[src/rtl/rr_arbiter_pkg.sv]
// Shared definitions for the round-robin arbiter: FSM encoding, default sizing
// and the pointer-advance helper used when a grant is released.
package arb_pkg;

   typedef enum logic {
      IDLE  = 1'b0,
      GRANT = 1'b1
   } state_t;

   localparam int DEF_N        = 4;
   localparam int DEF_MAX_HOLD = 8;

   function automatic int next_idx(input int idx, input int n);
      return (idx + 1) % n;
   endfunction

endpackage

[src/rtl/rr_arbiter_if.sv]
// Request/grant bundle between the requesters (master) and the arbiter (slave).
interface rr_arbiter_if #(
   parameter int N = arb_pkg::DEF_N
);
   localparam int IW = $clog2(N);

   logic [N-1:0]  req;
   logic          done;
   logic [N-1:0]  gnt;
   logic [IW-1:0] gnt_id;
   logic          busy;
   logic          timeout;
   logic          any_req;

   modport master (
      output req, done,
      input  gnt, gnt_id, busy, timeout, any_req
   );

   modport slave (
      input  req, done,
      output gnt, gnt_id, busy, timeout, any_req
   );

endinterface

[src/rtl/rr_arbiter_pick.sv]
// Rotating-priority encoder: first set request at or above i_ptr, wrapping to 0.
// Purely combinational.
module rr_pick
   import arb_pkg::*;
#(
   parameter  int N  = DEF_N,
   localparam int IW = $clog2(N)
) (
   input  logic [N-1:0]  i_req,
   input  logic [IW-1:0] i_ptr,
   output logic [IW-1:0] o_idx,
   output logic          o_vld
);

   logic [IW-1:0] w_pos;

   always_comb begin
      o_idx = '0;
      o_vld = 1'b0;
      w_pos = '0;
      for (int k = 0; k < N; k++) begin
         w_pos = IW'((int'(i_ptr) + k) % N);
         if (!o_vld && i_req[w_pos]) begin
            o_vld = 1'b1;
            o_idx = w_pos;
         end
      end
   end

endmodule

[src/rtl/rr_arbiter.sv]
// Round-robin arbiter with held grants, release on done / dropped request /
// hold limit, and a combinational any-request flag.
module rr_arbiter
   import arb_pkg::*;
#(
   parameter int N        = DEF_N,
   parameter int MAX_HOLD = DEF_MAX_HOLD
) (
   input  logic         clk,
   input  logic         rst,
   rr_arbiter_if.slave  bus
);

   localparam int IW = $clog2(N);
   // Counter keeps at least one bit so MAX_HOLD=0 still elaborates cleanly.
   localparam int CW = (MAX_HOLD > 0) ? $clog2(MAX_HOLD + 1) : 1;
   localparam logic [CW-1:0] CNT_LAST = (MAX_HOLD > 0) ? CW'(MAX_HOLD - 1) : '0;

   state_t        r_state;
   logic [IW-1:0] r_ptr;
   logic [IW-1:0] r_gnt_id;
   logic [CW-1:0] r_cnt;
   logic [N-1:0]  r_gnt;
   logic          r_busy;
   logic          r_timeout;

   logic [IW-1:0] w_win_idx;
   logic          w_win_vld;
   logic          w_rel_done;
   logic          w_rel_drop;
   logic          w_rel_to;
   logic          w_release;

   rr_pick #(.N(N)) u_pick (
      .i_req (bus.req),
      .i_ptr (r_ptr),
      .o_idx (w_win_idx),
      .o_vld (w_win_vld)
   );

   assign w_rel_done = bus.done;
   assign w_rel_drop = !bus.req[r_gnt_id];
   assign w_rel_to   = (MAX_HOLD > 0) && (r_cnt == CNT_LAST);
   assign w_release  = w_rel_done || w_rel_drop || w_rel_to;

   always_ff @(posedge clk or posedge rst) begin
      if (rst) begin
         r_state   <= IDLE;
         r_ptr     <= '0;
         r_gnt_id  <= '0;
         r_cnt     <= '0;
         r_gnt     <= '0;
         r_busy    <= 1'b0;
         r_timeout <= 1'b0;
      end else begin
         r_timeout <= 1'b0;
         case (r_state)
            IDLE: begin
               if (w_win_vld) begin
                  r_state  <= GRANT;
                  r_gnt    <= N'(1) << w_win_idx;
                  r_gnt_id <= w_win_idx;
                  r_busy   <= 1'b1;
                  r_cnt    <= '0;
               end
            end
            GRANT: begin
               if (w_release) begin
                  r_state   <= IDLE;
                  r_gnt     <= '0;
                  r_busy    <= 1'b0;
                  r_ptr     <= IW'(next_idx(int'(r_gnt_id), N));
                  // Only a pure hold-limit revoke is flagged.
                  r_timeout <= w_rel_to && !w_rel_done && !w_rel_drop;
               end else if (r_cnt != '1) begin
                  r_cnt <= r_cnt + CW'(1);
               end
            end
            default: r_state <= IDLE;
         endcase
      end
   end

   assign bus.gnt     = r_gnt;
   assign bus.gnt_id  = r_gnt_id;
   assign bus.busy    = r_busy;
   assign bus.timeout = r_timeout;
   assign bus.any_req = |bus.req;

endmodule

[src/flat_wrapper.sv]
// flat-port wrapper written by rule: the top's interface ports become plain ports
module rr_arbiter_flat import arb_pkg::*;
#(
   parameter int N        = DEF_N,
   parameter int MAX_HOLD = DEF_MAX_HOLD
)
  (clk, rst, bus_req, bus_done, bus_gnt, bus_gnt_id, bus_busy, bus_timeout, bus_any_req);
  rr_arbiter_if #(.N(N)) bus_i ();
  input  logic clk;
  input  logic rst;
  input wire logic [$bits(bus_i.req)-1:0] bus_req;
  input wire logic [$bits(bus_i.done)-1:0] bus_done;
  output wire logic [$bits(bus_i.gnt)-1:0] bus_gnt;
  output wire logic [$bits(bus_i.gnt_id)-1:0] bus_gnt_id;
  output wire logic [$bits(bus_i.busy)-1:0] bus_busy;
  output wire logic [$bits(bus_i.timeout)-1:0] bus_timeout;
  output wire logic [$bits(bus_i.any_req)-1:0] bus_any_req;
  assign bus_i.req = bus_req;
  assign bus_i.done = bus_done;
  assign bus_gnt = bus_i.gnt;
  assign bus_gnt_id = bus_i.gnt_id;
  assign bus_busy = bus_i.busy;
  assign bus_timeout = bus_i.timeout;
  assign bus_any_req = bus_i.any_req;
  rr_arbiter #(.N(N), .MAX_HOLD(MAX_HOLD)) u_core (.clk(clk), .rst(rst), .bus(bus_i));
endmodule
[config.mk]
export PLATFORM = sky130hd
export DESIGN_NAME = rr_arbiter_flat
export DESIGN_NICKNAME = d
export VERILOG_FILES = /design/src/rtl/rr_arbiter_pkg.sv /design/src/rtl/rr_arbiter_if.sv /design/src/rtl/rr_arbiter_pick.sv /design/src/rtl/rr_arbiter.sv /design/src/flat_wrapper.sv
export SDC_FILE = /design/constraint.sdc
export NUM_CORES = 1
export LEC_CHECK = 0
export ABC_AREA = 1
export CORE_MARGIN = 2
export CORE_UTILIZATION = 51
export CTS_BUF_LIST = sky130_fd_sc_hd__clkbuf_16
export DETAILED_ROUTE_END_ITERATION = 8
export MAX_ROUTING_LAYER = met4
export PLACE_DENSITY = 0.87
export SKIP_LAST_GASP = 1
export SYNTH_ARGS = -nofsm -noshare
export SYNTH_HDL_FRONTEND = slang
export SYNTH_SLANG_ARGS = --single-unit
[constraint.sdc]
create_clock -name clk -period 1.54 [get_ports clk]
set_input_delay 0.154 -clock clk [delete_from_list [all_inputs] [get_ports clk]]
set_output_delay 0.154 -clock clk [all_outputs]
set_load 0.1 [all_outputs]
==> results.json, run 1 <==
{
  "status": "finished clean",
  "synth_seq_area_share": 0.3876,
  "grt_max_degree": 16,
  "start_util": 0.5489,
  "arrival_ns": 1.69,
  "synth_cells": 140,
  "clk_latency_ns": 0.25,
  "dieArea_um2": 2263,
  "dp.cells": 186,
  "synthesis.area_um2": 968.4,
  "cap_violations": 0,
  "diodes": 0,
  "cts_tree": "done",
  "synth_warnings": 0,
  "drt_iter0_drc": 18,
  "required_ns": 1.70,
  "fin_crit_sh": 0.9906,
  "ant_nets": 0,
  "setup_ws_ns": 0.01446,
  "ys_seq_elements": 15,
  "power.density_nw_per_um2": 2356,
  "mostFrequentLayoutCells": "49 x nand2_1, 12 x inv_1, 12 x nand2_2, 12 x dfrtp_1, 11 x nand3_1",
  "p_leak_nw": 0.7502,
  "clk_path_buf_depth": 2,
  "grt_first_pass_wirelength_um": 3739,
  "drv_slew": 0,
  "crit_path_start_kind": "input pin",
  "relSlewSlack": 0.6154,
  "critPathMaxFanout": 4,
  "fp.dieW_um": 47.58,
  "finalHoldViolations": 0,
  "max_freq_mhz": 655.5,
  "synth_nets": 148,
  "dpl_cell_area_um2": 1314,
  "instances_no_fill": 192,
  "cts-buffers-inserted": 3,
  "finalSetupViolCount": 0,
  "die_h_um": 47.58,
  "drc": 0,
  "rrSetupSlack_ns": 0.03,
  "overflow": 0,
  "avgSynthCellArea_um2": 6.917,
  "h-tree-depth": 1,
  "clkTransAtPathRegs_ns": 0.05,
  "num_io_pins": 16,
  "worstMarginPinSlew_ns": 0.5763,
  "first_pass_iters": 4,
  "fin_area_um2": 1445,
  "area_growth_pct": 49.23,
  "viasPerCell": 5.151,
  "place.gp.congestion": 0.8315,
  "cts_root_buf": "clkbuf_16",
  "final_layout_size_suffix_gt1_frac": 0.3293,
  "power_mw": 3.405,
  "yosysUniqueCellTypes": 20,
  "row_count": 15,
  "nNetsFinal": 176,
  "critPathKind": "input pin to flop",
  "dpl.hpwl_um": 1767,
  "vias": 989,
  "pre_cts_ws_ns": -0.1633,
  "core_um2": 1764,
  "fin_crit_ns": 1.526,
  "clock_skew_ns": 0.004315,
  "min_path_type": "input pin to asynchronous set/reset pin",
  "wl_per_cell_um": 13.07,
  "track_usage": 0.2458,
  "drt-total-wl_um": 2510,
  "cts.sinks": 15,
  "critPathCaptureType": "flop",
  "portBuffers": 15,
  "final_common_cell": "nand2_1",
  "fillCellCount": 108,
  "irDropWorstVdd_mv": 1.712,
  "grt_pass1_vias": 931,
  "antenna_found_initial": 0,
  "postLayoutCoreUtil": 0.8191
}
==> critical path: stages <==
cell and delay [ns]:
clkdlybuf4s50_1 0.56, inv_6 0.05, nand2_1 0.10, nand3_1 0.11, nand2_1 0.12, nand2_1 0.10, nor2_2 0.12, nand2_1 0.11
nand2_1 0.12, nand2_1 0.06, o21ai_0 0.08
==> Yosys cell counts <==
cell type | instances | area (um2)
nand2_1 | 52 | 195.2
inv_1 | 17 | 63.81
dfrtp_1 | 15 | 375.4
nand3_1 | 14 | 70.07
nand2_2 | 9 | 56.30
nor2_1 | 8 | 30.03
o21ai_0 | 7 | 35.03
inv_2 | 3 | 11.26
nand3_2 | 3 | 30.03
nand4_1 | 2 | 12.51
a21oi_1 | 1 | 5.000
a31oi_2 | 1 | 12.51
and2_1 | 1 | 6.260
buf_6 | 1 | 11.26
ha_1 | 1 | 12.51
nand2_4 | 1 | 11.26
nor3_1 | 1 | 5.000
o21ai_1 | 1 | 5.000
o21bai_2 | 1 | 11.26
xor2_1 | 1 | 8.760
==> stage by stage <==
| stage | setup TNS [ns] | hold WS, ns |
|---|---|---|
| 2_1_floorplan | -4.840 | 0.05534 |
| 3_3_place_gp | -0.2808 | 0.5115 |
| 3_5_place_dp | -0.8884 | 0.5252 |
| 4_1_cts | 0 | 0.2848 |
| 5_1_grt | -0.1730 | 0.3437 |
| 6_report | 0 | 0.2655 |
==> flip-flops by register name, summed over array words and instances, names as in the netlist <==
name	flops
u_core.bus.gnt	4
u_core.r_ptr	2
u_core.bus.timeout	1
u_core.r_cnt	4
u_core.bus.busy	1
u_core.bus.gnt_id	2
u_core.r_state	1
==> cells by family after synthesis <==
kind of cell	count (synthesis)	share of synthesized area
flops	15	0.3876
compound gates	11	0.07104
buf+inv	21	0.08914
simple gates	91	0.4302
xor+xnor	1	0.009046
fa+ha+maj	1	0.01292
==> what timing repair did <==
action	4_1_cts	5_1_grt
setup endpoints to repair	0	6
resized for setup	0	10
hold endpoints to repair	0	0
buffers inserted	0	2
hold buffers	0	0
==> layer usage <==
metal  part of all wire  vias up  track usage
met2               0.55       25       0.4405
met4              0.016        0      0.04865
met5                  0        -            -
li1                   -      496            -
met3              0.030        6      0.04528
met1               0.40      462       0.2878
==> worst paths after layout <==
kind                                         to                 start  cells past startpoint
setup / recovery                u_core.r_cnt[3]            bus_req[3]                     11
hold / removal                u_core.bus.gnt[0]                   rst                      2
setup reg to reg                u_core.r_cnt[3]  u_core.bus.gnt_id[0]                     10
hold reg to reg                 u_core.r_cnt[0]       u_core.r_cnt[0]                      1
max in group asynchronous  u_core.bus.gnt_id[0]                   rst                      2
min in group clk                u_core.r_cnt[0]       u_core.r_cnt[0]                      1
==> power breakdown <==
group	internal, mW	total (mW)	leakage, nW	switching, mW
clock	0.347	0.505	0.0409	0.159
combinational	0.769	2.19	0.520	1.42
sequential	0.534	0.708	0.190	0.174
==> layout make-up <==
cell class	instances	area, um2	share of cell area
multi-input combinational	104	539.3	0.3732
sequential	15	379.1	0.2623
timing repair buffer	24	310.3	0.2147
inverter	20	105.1	0.07273
clock buffer	3	75.07	0.05195
tap	25	31.28	0.02164
clock inverter	1	5.005	0.003463
No activity file was read; power rests on OpenSTA's default activity.
==> run 2, diff against run 1 <==
--- a/config.mk
+++ b/config.mk
@@ -6,7 +6,7 @@
 export NUM_CORES = 1
 export LEC_CHECK = 0
 export ABC_AREA = 1
-export CORE_MARGIN = 2
+export CORE_MARGIN = 10
 export CORE_UTILIZATION = 51
 export CTS_BUF_LIST = sky130_fd_sc_hd__clkbuf_16
 export DETAILED_ROUTE_END_ITERATION = 8
==> results.json, run 2 (synthesis gave the netlist of run 1 again) <==
{
  "status": "finished, violations left",
  "violations": "negative setup slack",
  "clk_path_buf_depth": 2,
  "fp.dieW_um": 63.58,
  "critPathCaptureType": "flop",
  "min_path_type": "input pin to asynchronous set/reset pin",
  "cts_root_buf": "clkbuf_16",
  "setup_ws_ns": -0.003455,
  "hold_buffers": 0,
  "cap_violations": 0,
  "rrSetupSlack_ns": 0.02,
  "multi_input_area_um2": 551.8,
  "core_um2": 1764,
  "regArea_um2": 380.4,
  "worstRegToRegCells": 9,
  "finalSetupViolCount": 1,
  "diodes": 0,
  "max_freq_mhz": 647.9,
  "overflow": 0,
  "r2r_end": "u_core.bus.gnt[1]",
  "drv_slew": 0,
  "use_met1": 0.1195,
  "busiest_layer": "met2",
  "p_leak_nw": 0.7602,
  "power.density_nw_per_um2": 2412,
  "clk_latency_ns": 0.25,
  "area_growth_pct": 52.97,
  "grt_pass1_vias": 1054,
  "fin_crit_sh": 1.002,
  "relSlewSlack": 0.6208,
  "required_ns": 1.69,
  "drt_iter0_drc": 54,
  "start_util": 0.5489,
  "wl_per_cell_um": 15.65,
  "vias": 1087,
  "nNetsFinal": 178,
  "r2r_start": "u_core.bus.gnt_id[1]",
  "grt_use_met3": 0.03004,
  "arrival_ns": 1.70,
  "cpPeakStageDelay_ns": 0.46,
  "grt_max_degree": 16,
  "clock_skew_ns": 0.004454,
  "cts.sinks": 15,
  "dpl.hpwl_um": 1903,
  "finalHoldViolations": 0,
  "h-tree-depth": 1,
  "place.gp.congestion": 0.7945,
  "critPathTopFamily": "buffers and inverters",
  "worstMarginPinSlew_ns": 0.5682,
  "critPathKind": "input pin to flop",
  "drt-total-wl_um": 3036,
  "portBuffers": 15,
  "first_pass_iters": 4,
  "clkTransAtPathRegs_ns": 0.05,
  "fin_area_um2": 1481,
  "crit_chain": "clkdlybuf4s50_1 > buf_4 > inv_12 > nand2_1 > nand3_1 > nand2_1 > nand3_1 > nand2_2 > nand2_1 > inv_1 > nand2_1 > o21ai_1",
  "die_h_um": 63.58,
  "power_mw": 3.573,
  "num_io_pins": 16,
  "drc": 0,
  "viasPerCell": 5.603,
  "dieArea_um2": 4042,
  "pre_cts_ws_ns": -0.1498,
  "cts-buffers-inserted": 3,
  "final_common_cell": "nand2_1",
  "fin_crit_ns": 1.543,
  "slowest_stage": "clkdlybuf4s50_1",
  "grt_first_pass_wirelength_um": 4505,
  "mostFrequentLayoutCells": "43 x nand2_1, 17 x nand2_2, 13 x nand3_1",
  "track_usage": 0.1410,
  "crit_buf_inv": 4,
  "crit_top_cell": "nand2_1",
  "crit_path_start_kind": "input pin",
  "fillCellCount": 111,
  "met2_usage": 0.2739,
  "antenna_found_initial": 0,
  "rsz0062_at_grt": "true",
  "final_layout_size_suffix_gt1_frac": 0.3728,
  "irDropWorstVdd_mv": 2.075,
  "row_count": 15,
  "cts_tree": "done",
  "critPathMaxFanout": 4,
  "ant_nets": 0,
  "dpl_cell_area_um2": 1314
}
==> run 2: changes by cell type in the layout (fill, tap and decap cells not counted), sizes merged <==
cell and change:
buf +1, clkinvlp +1
==> run 2: worst max-delay path by stage <==
stage / startpoint / endpoint / slack (ns) / cells past startpoint
3_5_place_dp: bus_req[2] / u_core.bus.gnt_id[1] / -0.15 / 10
2_1_floorplan: bus_req[0] / u_core.bus.gnt[3] / -0.49 / 8
5_1_grt: u_core.r_ptr[1] / u_core.bus.gnt_id[1] / -0.05 / 10
4_1_cts: bus_req[0] / u_core.bus.gnt[1] / 0.05 / 12
6_report: bus_req[0] / u_core.bus.gnt[1] / -0.003 / 12
3_3_place_gp: bus_req[0] / u_core.bus.gnt_id[1] / -0.09 / 11
==> run 2: per-layer routing <==
metal / routed length, um / up-vias
met5: 0 / -
met4: 143 / 0
met3: 82 / 14
met2: 1735 / 34
met1: 1074 / 538
li1: - / 501
==> run 2: cell type report <==
type / count / area share
multi-input combinational: 104 / 0.3725
tap: 25 / 0.02111
clock inverter: 1 / 0.003378
inverter: 20 / 0.07095
clock buffer: 3 / 0.05068
timing repair inverter: 1 / 0.005068
sequential: 15 / 0.2568
timing repair buffer: 25 / 0.2196
==> run 2: per-stage QoR <==
stage,instances,utilization,setup TNS [ns],hold slack [ns]
after floorplan,140,-,-4.840,0.05534
after global placement,186,0.7447,-0.3169,0.5128
after detailed placement,186,0.7447,-0.8376,0.5239
after CTS,190,0.7901,0,0.2985
after global routing,194,0.8397,-0.1164,0.3122
final,194,0.8397,-0.003455,0.2783
==> run 2: repair_timing <==
| item | in CTS | in global routing |
|---|---|---|
| endpoints found under the hold margin | 0 | 0 |
| resized for setup | 0 | 20 |
| setup buffers | 0 | 3 |
| setup endpoints to repair | 0 | 10 |
==> run 2: worst reg2reg max path, stage by stage, from the launching register on <==
cell     delay [ns]
dfrtp_2        0.44
inv_1          0.13
nand3_1        0.11
nand2_1        0.12
nand3_1        0.13
nand2_2        0.11
nand2_1        0.09
inv_1          0.10
nand2_1        0.08
o21ai_1        0.13
==> run 2: power breakdown <==
| group | leakage [nW] | switching (mW) | internal, mW |
|---|---|---|---|
| logic | 0.531 | 1.51 | 0.829 |
| clock network | 0.0409 | 0.156 | 0.346 |
| registers | 0.189 | 0.192 | 0.536 |
